### config.mk
export PLATFORM = sky130hd
export DESIGN_NAME = hilo_muldiv_unit
export DESIGN_NICKNAME = d
export VERILOG_FILES = /design/src/rtl/hilo_muldiv_unit.sv
export SDC_FILE = /design/constraint.sdc
export NUM_CORES = 1
export LEC_CHECK = 0
export ABC_AREA = 1
export CORE_UTILIZATION = 30
export DETAILED_ROUTE_END_ITERATION = 7
export GPL_ROUTABILITY_DRIVEN = 0
export HOLD_SLACK_MARGIN = 0.06
export PLACE_DENSITY_LB_ADDON = 0.25
export SLEW_MARGIN = 20
export SYNTH_ARGS = -nofsm -noshare
export SYNTH_HDL_FRONTEND = slang
export SYNTH_SLANG_ARGS = --single-unit
### constraint.sdc
create_clock -name clk -period 3.5 [get_ports clk]
set_clock_uncertainty 0.05 [all_clocks]
set_input_delay 0.7 -clock clk [delete_from_list [all_inputs] [get_ports clk]]
set_output_delay 0.7 -clock clk [all_outputs]
set_load 0.03 [all_outputs]
### src/rtl/hilo_muldiv_unit.sv
// Multi-cycle MULT/MULTU/DIV/DIVU unit owning the architectural HI/LO registers.
// Shift-add multiply and restoring divide run on magnitudes; signs are applied in one fix-up cycle.
module hilo_muldiv_unit #(
    parameter int unsigned WIDTH = 32
) (
    input  logic             clk,
    input  logic             reset,
    input  logic             start,
    input  logic [2:0]       op,
    input  logic [WIDTH-1:0] operand_a,
    input  logic [WIDTH-1:0] operand_b,
    output logic             busy,
    output logic             done,
    output logic [WIDTH-1:0] hi,
    output logic [WIDTH-1:0] lo
);
    localparam int unsigned     CntW     = $clog2(WIDTH);
    localparam logic [CntW-1:0] LastIter = CntW'(WIDTH - 1);

    typedef enum logic [1:0] {StIdle, StRun, StFix} state_e;

    state_e             state_q;
    logic [WIDTH-1:0]   hi_q, lo_q, a_q, b_q, a_raw_q;
    logic [2*WIDTH-1:0] acc_q, acc_d;
    logic [CntW-1:0]    cnt_q;
    logic               is_div_q, neg_q, rem_neg_q, dz_q, done_q;

    logic               is_signed, a_neg, b_neg;
    logic [WIDTH-1:0]   a_mag, b_mag;

    // Even-numbered mult/div opcodes are the signed variants.
    always_comb begin
        is_signed = ~op[0];
        a_neg     = is_signed & operand_a[WIDTH-1];
        b_neg     = is_signed & operand_b[WIDTH-1];
        a_mag     = a_neg ? -operand_a : operand_a;
        b_mag     = b_neg ? -operand_b : operand_b;
    end

    logic [WIDTH:0]   mul_sum, div_sh;
    logic [WIDTH-1:0] div_sub, rem_next;
    logic             div_ge;

    // Multiply: acc = {partial sum, product bits shifted in from the top}.
    // Divide:   acc = {remainder, quotient bits shifted in at the bottom}.
    always_comb begin
        mul_sum  = {1'b0, acc_q[2*WIDTH-1:WIDTH]} + {1'b0, (b_q[0] ? a_q : {WIDTH{1'b0}})};
        div_sh   = {acc_q[2*WIDTH-1:WIDTH], a_q[WIDTH-1]};
        div_ge   = div_sh[WIDTH] | (div_sh[WIDTH-1:0] >= b_q);
        div_sub  = div_sh[WIDTH-1:0] - b_q;
        rem_next = div_ge ? div_sub : div_sh[WIDTH-1:0];
        if (is_div_q) begin
            acc_d = {rem_next, acc_q[WIDTH-2:0], div_ge};
        end else begin
            acc_d = {mul_sum, acc_q[WIDTH-1:1]};
        end
    end

    logic [2*WIDTH-1:0] prod_fix;
    logic [WIDTH-1:0]   quo, rem, hi_fix, lo_fix;

    always_comb begin
        prod_fix = neg_q ? -acc_q : acc_q;
        quo      = acc_q[WIDTH-1:0];
        rem      = acc_q[2*WIDTH-1:WIDTH];
        if (!is_div_q) begin
            hi_fix = prod_fix[2*WIDTH-1:WIDTH];
            lo_fix = prod_fix[WIDTH-1:0];
        end else if (dz_q) begin
            hi_fix = a_raw_q;
            lo_fix = '1;
        end else begin
            hi_fix = rem_neg_q ? -rem : rem;
            lo_fix = neg_q ? -quo : quo;
        end
    end

    always_ff @(posedge clk) begin
        if (!reset) begin
            state_q   <= StIdle;
            hi_q      <= '0;
            lo_q      <= '0;
            a_q       <= '0;
            b_q       <= '0;
            a_raw_q   <= '0;
            acc_q     <= '0;
            cnt_q     <= '0;
            is_div_q  <= 1'b0;
            neg_q     <= 1'b0;
            rem_neg_q <= 1'b0;
            dz_q      <= 1'b0;
            done_q    <= 1'b0;
        end else begin
            done_q <= 1'b0;
            unique case (state_q)
                StIdle: begin
                    if (start) begin
                        case (op)
                            3'b100: hi_q <= operand_a;
                            3'b101: lo_q <= operand_a;
                            3'b000, 3'b001, 3'b010, 3'b011: begin
                                a_q       <= a_mag;
                                b_q       <= b_mag;
                                a_raw_q   <= operand_a;
                                is_div_q  <= op[1];
                                neg_q     <= a_neg ^ b_neg;
                                rem_neg_q <= a_neg;
                                dz_q      <= (operand_b == '0);
                                acc_q     <= '0;
                                cnt_q     <= '0;
                                state_q   <= StRun;
                            end
                            default: ;
                        endcase
                    end
                end
                StRun: begin
                    acc_q <= acc_d;
                    cnt_q <= cnt_q + CntW'(1);
                    if (is_div_q) begin
                        a_q <= a_q << 1;
                    end else begin
                        b_q <= b_q >> 1;
                    end
                    if (cnt_q == LastIter) begin
                        state_q <= StFix;
                    end
                end
                StFix: begin
                    hi_q    <= hi_fix;
                    lo_q    <= lo_fix;
                    done_q  <= 1'b1;
                    state_q <= StIdle;
                end
                default: state_q <= StIdle;
            endcase
        end
    end

    assign busy = (state_q != StIdle);
    assign done = done_q;
    assign hi   = hi_q;
    assign lo   = lo_q;

endmodule

==> results.json, run 1 <==
{
  "ir_worst_vdd_mv": 0.396,
  "postSynthCellCount": 3543,
  "synth_ff_type": "sky130_fd_sc_hd__dfxtp_1",
  "drt_pass1_iterations": 6,
  "ios": 136,
  "power_mw": 9.05,
  "overflow": 0,
  "placed_cell_area_um2": 22600,
  "regToRegSetupSlack_ps": 590,
  "critPathArrivalTime_ps": 3370,
  "num_vias": 23847,
  "cap_violations": 0,
  "report.final.setup_viol": 0,
  "detail_route.drc_violations": 0,
  "mappedNetlistNets": 3686,
  "timing.setup.critical_path_class": "register to register",
  "synth.avg_cell_area_um2": 5.75,
  "cellLeakagePower_nw": 11.1,
  "placement.setup.worst_slack_ps": 557,
  "number_of_cell_rows": 95,
  "final.setup.tns_ps": 0,
  "detail_route.wirelength.met1_mm": 40.5,
  "topRoutingLayerUsed": "met4",
  "tritoncts.num_buffers": 30,
  "drive_above_1_share_pct": 5.96,
  "compound_gate_portion_of_the_synthesized_area_pct": 20.5,
  "synth_cell_type_count": 57,
  "shortest_period_the_worst_path_allows_ps": 2910,
  "met3_length_mm": 7.33,
  "post_cts.repair.setup_buffers": 0,
  "post-place-cells": 4458,
  "outcome": "completed",
  "timing_worst_slew_pin_value_ps": 940,
  "drt_iter0_drc": 2738,
  "cts_hold_buf": 0,
  "regToRegStartpoint": "acc_q[0]",
  "routed_wire_length_per_instance_um": 19.6,
  "route.final.wire_length_mm": 88.6,
  "finalMaxSlewViolations": 0,
  "placeableCoreArea_um2": 67200,
  "tritoncts_clock_tree": "built",
  "critPathCaptureType": "register",
  "asyncSetResetFlopFracSynth_pct": 0,
  "ys_ff_latch": 236,
  "setup.worst_path.start_class": "register",
  "floorplan.die.height_um": 263,
  "antenna_left": 0,
  "final_hpwl_dp_mm": 69.9,
  "layout_setup_ws_ps": 595,
  "routed-wl-met2_mm": 38.4,
  "nNetsFinal": 3760,
  "die_x_um": 263,
  "io_buffer_count": 135,
  "pwr_density_cell_nw_per_um2": 382,
  "dominant_combinational_cell_family_by_area_after_synthesis": "simple AND/OR/NAND/NOR gates",
  "grt_first_pass_wirelength_mm": 133,
  "post_synthesis_mux_area_share_pct": 0,
  "stdcell_area_um2": 23700,
  "ctsLongestPathBuffers": 3,
  "hold_ws_ps": 413,
  "final-hold-violation-count": 0,
  "rsz0062_at_grt": "no",
  "finish.utilization_pct": 35.3,
  "holdCritPathClass": "register to register",
  "critical_path_required_ps": 3970,
  "grt_usage_pct": 24.8,
  "grt_antenna_before_repair": 0,
  "syn_area_um2": 20400,
  "grt_pass1_vias": 21080,
  "synth_seq_area_share_pct": 23.2,
  "cts-root-buf": "sky130_fd_sc_hd__clkbuf_16",
  "layout.cells.non_filler": 4514,
  "fp.dieArea_um2": 68900,
  "path_clk_slew_ps": 60,
  "whs_endpoint": "b_q[23]",
  "r2r_cells": 14,
  "insertion_delay_ps": 600,
  "ctsResizeCount": 0,
  "via_per_inst": 5.28,
  "post_synth_xor_area_fraction_pct": 2.49,
  "hold_depth": 2,
  "ys.warnings.count": 0,
  "relSlewSlack_pct": 36.7,
  "clock-sinks": 236,
  "max_clock_freq_ghz": 0.344,
  "synth_adder_area_share_pct": 4.56,
  "post-route-period-util_pct": 83.0,
  "initial_utilization_pct": 30.3,
  "grt_max_degree": 94,
  "diodes": 0,
  "cts-htree-levels": 1,
  "timing.rr.end": "hi[28]",
  "areaGrowthSynthToFinish_pct": 16.4,
  "holdCritStartpoint": "b_q[23]",
  "critical_path.max_fanout": 11,
  "synth-simple-area-share_pct": 37.7,
  "synth-edff-count": 0
}
[report_power, final]
part / switching [mW] / internal (mW)
logic: 1.84 / 0.798
registers: 0.121 / 2.81
clock network: 1.37 / 2.11
total: 3.34 / 5.71
[layer usage]
metal	track usage, %	vias to the layer above
met5	0	-
met4	6.20	0
met3	3.05	124
met2	38.6	1016
met1	36.0	11013
li1	-	11694
[logic make-up (layout without fill, tap and decap cells)]
kind of cell | Yosys count | after routing
xor gates and xnor gates | 58 | 58
buffers and inverters | 591 | 689
DFF | 236 | 236
and+or+nand+nor | 1825 | 1825
adders and majority gates | 73 | 73
AOI/OAI and AO/OA | 760 | 760
[worst max-delay path: stages, from the launching register on]
cell and delay [ps]:
sky130_fd_sc_hd__dfxtp_1 350, sky130_fd_sc_hd__inv_1 160, sky130_fd_sc_hd__ha_1 270, sky130_fd_sc_hd__nand3_2 130, sky130_fd_sc_hd__nor2_4 200, sky130_fd_sc_hd__nand2_2 120
sky130_fd_sc_hd__nor2_4 190, sky130_fd_sc_hd__nand2_2 120, sky130_fd_sc_hd__nand2_2 240, sky130_fd_sc_hd__nand2_1 120, sky130_fd_sc_hd__nand2_1 70, sky130_fd_sc_hd__nand2_1 40
sky130_fd_sc_hd__o21ai_1 480, sky130_fd_sc_hd__nand2_1 120, sky130_fd_sc_hd__a21oi_1 160
[cells in the mapped netlist (20+ instances only)]
library cell / count / area, um^2
sky130_fd_sc_hd__a21oi_1: 350 / 1750
sky130_fd_sc_hd__a22oi_1: 32 / 240
sky130_fd_sc_hd__buf_1: 23 / 86.3
sky130_fd_sc_hd__buf_2: 21 / 105
sky130_fd_sc_hd__clkbuf_1: 92 / 345
sky130_fd_sc_hd__dfxtp_1: 236 / 4720
sky130_fd_sc_hd__ha_1: 71 / 888
sky130_fd_sc_hd__inv_1: 418 / 1570
sky130_fd_sc_hd__nand2_1: 994 / 3730
sky130_fd_sc_hd__nand3_1: 261 / 1310
sky130_fd_sc_hd__nand4_1: 37 / 231
sky130_fd_sc_hd__nor2_1: 406 / 1520
sky130_fd_sc_hd__nor2_2: 20 / 125
sky130_fd_sc_hd__nor3_1: 35 / 175
sky130_fd_sc_hd__o211ai_1: 36 / 270
sky130_fd_sc_hd__o21ai_0: 252 / 1260
sky130_fd_sc_hd__o21ai_1: 25 / 125
sky130_fd_sc_hd__xor2_1: 52 / 455
[cell usage in the layout, fill, tap and decap left out, types with 7 or more instances in the layout]
cell and instances:
sky130_fd_sc_hd__o221ai_1 12, sky130_fd_sc_hd__or2_2 7, sky130_fd_sc_hd__nand4_1 37, sky130_fd_sc_hd__buf_4 54, sky130_fd_sc_hd__inv_2 18, sky130_fd_sc_hd__nor2_4 15
sky130_fd_sc_hd__inv_1 417, sky130_fd_sc_hd__a21oi_1 350, sky130_fd_sc_hd__nor2_1 402, sky130_fd_sc_hd__clkdlybuf4s50_1 134, sky130_fd_sc_hd__nor2_2 22, sky130_fd_sc_hd__dfxtp_1 234
sky130_fd_sc_hd__o21ai_1 24, sky130_fd_sc_hd__nor3_1 35, sky130_fd_sc_hd__o31ai_1 7, sky130_fd_sc_hd__o211ai_1 36, sky130_fd_sc_hd__xor2_1 52, sky130_fd_sc_hd__o21bai_1 8
sky130_fd_sc_hd__nand2_2 17, sky130_fd_sc_hd__ha_1 71, sky130_fd_sc_hd__nand3b_1 8, sky130_fd_sc_hd__clkbuf_16 31, sky130_fd_sc_hd__nand2_1 994, sky130_fd_sc_hd__nand3_1 261
sky130_fd_sc_hd__a22oi_1 32, sky130_fd_sc_hd__o21ai_0 252
[worst max path at each step]
stage,depth (start not counted),startpoint,slack [ps],to
floorplan,18,b_q[0],980,acc_q[53]
global placement,11,operand_a[10],570,a_q[27]
detailed placement,12,operand_a[10],560,a_q[23]
CTS,14,a_q[31],670,acc_q[0]
global route,17,a_q[31],390,acc_q[48]
finish,14,acc_q[0],590,hi[28]
[state kept, by name, summed over array words and instances, names as in the netlist]
signal	flops
neg_q	1
hi	32
lo	32
a_q	32
dz_q	1
a_raw_q	32
done	1
cnt_q	5
rem_neg_q	1
b_q	32
is_div_q	1
acc_q	64
state_q	2
[layout make-up]
class                           instances  area, um^2
Fill cell                            7374       43400
Tap cell                              873        1090
Sequential cell                       236        4730
Clock buffer                           41         873
Multi-Input combinational cell       2716       13300
Clock inverter                         15         211
Timing Repair Buffer                  193        1830
Inverter                              440        1660
No activity file was read; power rests on OpenSTA's default activity.
==> run 2: changes to the inputs <==
==> constraint.sdc (replaced) <==
create_clock -name clk -period 2.8 [get_ports clk]
set_clock_uncertainty 0.05 [all_clocks]
set_input_delay 0.56 -clock clk [delete_from_list [all_inputs] [get_ports clk]]
set_output_delay 0.56 -clock clk [all_outputs]
set_load 0.03 [all_outputs]
==> results.json, run 2 (same netlist as run 1, synthesis figures left out) <==
{
  "outcome": "completed",
  "nNetsFinal": 3829,
  "drt_iter0_drc": 2614,
  "tritoncts.num_buffers": 29,
  "overflow": 0,
  "final_hpwl_dp_mm": 70.3,
  "cts-htree-levels": 1,
  "num_vias": 23799,
  "final-hold-violation-count": 0,
  "power_mw": 11.3,
  "shortest_period_the_worst_path_allows_ps": 2650,
  "grt_usage_pct": 24.9,
  "relSlewSlack_pct": 41.9,
  "critical_path_required_ps": 3280,
  "insertion_delay_ps": 600,
  "drive_above_1_share_pct": 7.74,
  "ios": 136,
  "largest-register": "acc_q",
  "grt_max_degree": 109,
  "via_per_inst": 5.19,
  "setup.worst_path.start": "acc_q[32]",
  "cts-root-buf": "sky130_fd_sc_hd__clkbuf_16",
  "cp.buffers_inverters": 2,
  "routed_wire_length_per_instance_um": 19.2,
  "setup.worst_path.start_class": "register",
  "critPathSlowestCell": "sky130_fd_sc_hd__dfxtp_1",
  "fill_cells": 7426,
  "fp.dieArea_um2": 68900,
  "holdCritStartpoint": "reset",
  "post_cts.repair.setup_buffers": 0,
  "path_delay_family": "compound AO/OA/AOI/OAI gates",
  "grt_antenna_before_repair": 0,
  "grt_first_pass_wirelength_mm": 133,
  "tritoncts_clock_tree": "built",
  "areaGrowthSynthToFinish_pct": 19.6,
  "cap_violations": 0,
  "finalMaxSlewViolations": 0,
  "clock-sinks": 236,
  "number_of_cell_rows": 95,
  "placeableCoreArea_um2": 67200,
  "detail_route.drc_violations": 0,
  "cell_by_cell_trace_of_the_critical_path": "inv_1, buf_4, ha_1, nand2_2, nor2_1, a21oi_1, nand2_1, a31oi_1, o21ai_0, nand2_1, nand2_1, a21oi_1",
  "critPathCaptureType": "register",
  "rsz0062_at_grt": "yes",
  "io_buffer_count": 135,
  "ctsLongestPathBuffers": 3,
  "timing_worst_slew_pin_value_ps": 871,
  "layout_commonest_cell": "sky130_fd_sc_hd__nand2_1",
  "critPathArrivalTime_ps": 3120,
  "post-route-period-util_pct": 94.6,
  "max_clock_freq_ghz": 0.378,
  "initial_utilization_pct": 30.3,
  "largest_incremental_delay_on_the_critical_path_ps": 420,
  "timing.setup.critical_path_class": "register to register",
  "finish.utilization_pct": 36.3,
  "route.final.wire_length_mm": 88.2,
  "holdCritPathClass": "input pin to register",
  "mostFrequentLayoutCells": "992 x sky130_fd_sc_hd__nand2_1, 417 x sky130_fd_sc_hd__inv_1, 401 x sky130_fd_sc_hd__nor2_1, 350 x sky130_fd_sc_hd__a21oi_1, 260 x sky130_fd_sc_hd__nand3_1",
  "die_x_um": 263,
  "grt_pass1_vias": 21473,
  "path_clk_slew_ps": 60,
  "drt_pass1_iterations": 6,
  "report.final.setup_viol": 0,
  "regToRegStartpoint": "acc_q[32]",
  "pwr_density_cell_nw_per_um2": 463,
  "ir_worst_vdd_mv": 0.474,
  "cp_common_cell": "sky130_fd_sc_hd__nand2_1",
  "critical_path.max_fanout": 7,
  "antenna_left": 0,
  "floorplan.die.height_um": 263,
  "largest_reg_flops": 64,
  "cellLeakagePower_nw": 11.4
}
run 2: cell types whose count changed in the layout (fill, tap and decap cells not counted), sizes merged:
cell      previous run  this run
buf                 59       129
clkinv              10         5
inv                437       440
clkbuf              41        43
clkinvlp             3         1
diode                0         1
run 2: final cells by class:
type / instances / area (um^2) / share of cell area [%]
tap: 873 / 1090 / 4.49
sequential: 236 / 4730 / 19.4
clock buffer: 43 / 828 / 3.40
timing repair buffer: 263 / 2490 / 10.2
clock inverter: 11 / 205 / 0.843
multi-input combinational: 2716 / 13300 / 54.8
antenna: 1 / 2.50 / 0.0103
inverter: 440 / 1660 / 6.80
run 2: worst register-to-register path: stages, from the launching register on:
cell and delay, ps:
sky130_fd_sc_hd__dfxtp_1 420, sky130_fd_sc_hd__inv_1 100, sky130_fd_sc_hd__buf_4 180, sky130_fd_sc_hd__ha_1 230, sky130_fd_sc_hd__nand2_2 160, sky130_fd_sc_hd__nor2_1 110, sky130_fd_sc_hd__a21oi_1 340, sky130_fd_sc_hd__nand2_1 90
sky130_fd_sc_hd__a31oi_1 400, sky130_fd_sc_hd__o21ai_0 150, sky130_fd_sc_hd__nand2_1 140, sky130_fd_sc_hd__nand2_1 70, sky130_fd_sc_hd__a21oi_1 150
run 2: per-stage QoR:
step / worst slack [ps] / area (um^2) / hold WS, ps / TNS [ps] / instances
2_1_floorplan: 282 / 20400 / 379 / 0 / 3543
3_3_place_gp: 65.4 / 23300 / 403 / 0 / 4528
3_5_place_dp: 43.1 / 23300 / 405 / 0 / 4528
4_1_cts: 158 / 24300 / 336 / 0 / 4582
5_1_grt: -0.106 / 24400 / 366 / -0.106 / 4582
6_report: 152 / 24400 / 358 / 0 / 4583
run 2: final timing paths:
check	to	slack [ps]	depth (start not counted)
worst max-delay path	hi[10]	150	12
worst min-delay path	a_q[24]	360	3
worst max register to register	hi[10]	150	12
worst min register to register	b_q[4]	420	2
run 2: where the power goes:
| group | total, mW | switching [mW] | internal, mW | leakage (nW) |
|---|---|---|---|---|
| combinational | 3.44 | 2.33 | 1.11 | 9.01 |
| sequential | 3.65 | 0.133 | 3.51 | 1.92 |
| clock | 4.18 | 1.66 | 2.52 | 0.501 |
run 2: repair_timing:
action / 4_1_cts / 5_1_grt
hold endpoints to repair: 0 / 0
hold buffers: 0 / 0
endpoints found under the setup margin: 0 / 11
resized for setup: 0 / 7
run 2: layer usage:
metal	wire (um)	vias up	share of wire (%)	track usage (%)
met5	0	-	0	0
met4	2920	0	3.3	8.12
met3	8000	136	9.1	4.91
met2	37100	1004	42	37.4
met1	40200	10833	46	35.3
li1	-	11826	-	-
==> run 3: changes to the inputs <==
--- a/config.mk
+++ b/config.mk
@@ -9,6 +9,7 @@
 export CORE_UTILIZATION = 30
 export DETAILED_ROUTE_END_ITERATION = 7
 export GPL_ROUTABILITY_DRIVEN = 0
+export GPL_TIMING_DRIVEN = 0
 export HOLD_SLACK_MARGIN = 0.06
 export PLACE_DENSITY_LB_ADDON = 0.25
 export SLEW_MARGIN = 20
==> results.json, run 3 (same netlist as run 1, synthesis figures left out) <==
{
  "areaGrowthSynthToFinish_pct": 18.1,
  "cap_violations": 0,
  "grt_max_degree": 15,
  "max_clock_freq_ghz": 0.361,
  "largest_incremental_delay_on_the_critical_path_ps": 690,
  "largest-register": "acc_q",
  "overflow": 0,
  "relSlewSlack_pct": 36.3,
  "initial_utilization_pct": 30.3,
  "cell_by_cell_trace_of_the_critical_path": "clkbuf_1, clkbuf_1, nor3_1, o21ai_1, a21oi_1",
  "drt_pass1_iterations": 7,
  "cp.buffers_inverters": 2,
  "timing.setup.critical_path_class": "register to register",
  "largest_reg_flops": 64,
  "critPathArrivalTime_ps": 3170,
  "final_hpwl_dp_mm": 77.8,
  "hold_ws_ps": 415,
  "placeableCoreArea_um2": 67200,
  "tritoncts.num_buffers": 30,
  "path_delay_family": "buffers and inverters",
  "num_vias": 24747,
  "outcome": "completed",
  "clock-sinks": 236,
  "drt_iter0_drc": 3052,
  "finish.utilization_pct": 35.8,
  "routed_wire_length_per_instance_um": 20.9,
  "critPathSlowestCell": "sky130_fd_sc_hd__clkbuf_1",
  "grt_usage_pct": 26.7,
  "pwr_density_cell_nw_per_um2": 473,
  "via_per_inst": 5.37,
  "placement.setup.worst_slack_ps": -449,
  "layout_setup_ws_ps": 27.5,
  "route.final.wire_length_mm": 96.1,
  "cellLeakagePower_nw": 11.1,
  "ir_worst_vdd_mv": 0.431,
  "critPathCaptureType": "register",
  "antenna_left": 0,
  "cts-htree-levels": 1,
  "setup.worst_path.start_class": "register",
  "power_mw": 11.4,
  "cts-root-buf": "sky130_fd_sc_hd__clkbuf_16",
  "grt_antenna_before_repair": 1,
  "nNetsFinal": 3858,
  "cts_hold_buf": 0,
  "number_of_cell_rows": 95,
  "grt_first_pass_wirelength_mm": 140,
  "final-hold-violation-count": 0,
  "tritoncts_clock_tree": "built",
  "floorplan.die.height_um": 263,
  "fp.dieArea_um2": 68900,
  "shortest_period_the_worst_path_allows_ps": 2770,
  "final.setup.tns_ps": 0,
  "mostFrequentLayoutCells": "988 x sky130_fd_sc_hd__nand2_1, 415 x sky130_fd_sc_hd__inv_1, 405 x sky130_fd_sc_hd__nor2_1, 345 x sky130_fd_sc_hd__a21oi_1, 256 x sky130_fd_sc_hd__nand3_1",
  "critical_path_required_ps": 3200,
  "critical_path.max_fanout": 10,
  "grt_pass1_vias": 21988,
  "detail_route.drc_violations": 0,
  "path_clk_slew_ps": 60,
  "die_x_um": 263,
  "finalMaxSlewViolations": 0,
  "drive_above_1_share_pct": 6.40,
  "holdCritPathClass": "register to register",
  "post-route-period-util_pct": 99.0,
  "ctsLongestPathBuffers": 3,
  "report.final.setup_viol": 0,
  "ios": 136,
  "layout_commonest_cell": "sky130_fd_sc_hd__nand2_1",
  "timing_worst_slew_pin_value_ps": 956,
  "diodes": 0,
  "io_buffer_count": 134,
  "cp_common_cell": "sky130_fd_sc_hd__clkbuf_1",
  "insertion_delay_ps": 590
}
==> run 3: cell count changes in the layout (fill, tap and decap cells not counted), sizes merged <==
cell / change
bufinv: -1
clkinvlp: +1
diode: -1
inv: -2
buf: -64
clkbuf: +93
==> run 3: final cells by class <==
class / count / area [um^2]
fill: 7504 / 43100
buffer: 151 / 713
timing repair buffer: 140 / 1390
clock inverter: 9 / 155
tap: 873 / 1090
inverter: 440 / 1660
multi-input combinational: 2716 / 13400
clock buffer: 44 / 895
sequential: 236 / 4760
==> run 3: layer usage <==
metal / global-route usage [%] / part of all wire, %
met2: 40.8 / 43
met3: 5.15 / 10
met5: 0 / 0.016
met1: 37.4 / 43
met4: 8.51 / 3.4
==> run 3: what timing repair did <==
action,in CTS,in global routing
resized for setup,11,51
cloned,0,0
setup buffers,3,3
endpoints found under the setup margin,34,32
pin swaps,1,4
==> run 3: path summary, 6_finish.rpt <==
path	start	end	slack, ps	cells after the start
min	b_q[4]	b_q[4]	410	2
max reg2reg	is_div_q	hi[2]	30	5
max	is_div_q	hi[2]	30	5
min reg2reg	b_q[4]	b_q[4]	410	2
==> run 3: tightest hold or removal path, delay by kind of cell, from the launching register on <==
| family | cells | cell delay (ps) |
|---|---|---|
| and+or+nand+nor | 1 | 60 |
| DFF | 1 | 300 |
| AOI/OAI and AO/OA | 1 | 50 |
==> run 3: per-stage QoR <==
stage / std cells / instance area [um^2]
after floorplan: 3543 / 20400
after global placement: 4550 / 22800
after detailed placement: 4550 / 22800
after CTS: 4606 / 23900
after global routing: 4609 / 24000
final: 4609 / 24000
==> run 3: where the power goes <==
| group | leakage, nW | switching (mW) | internal (mW) | total (mW) |
|---|---|---|---|---|
| clock | 0.513 | 1.63 | 2.56 | 4.19 |
| sequential | 1.93 | 0.182 | 3.52 | 3.70 |
| combinational | 8.67 | 2.40 | 1.08 | 3.48 |
| total | 11.1 | 4.21 | 7.16 | 11.4 |
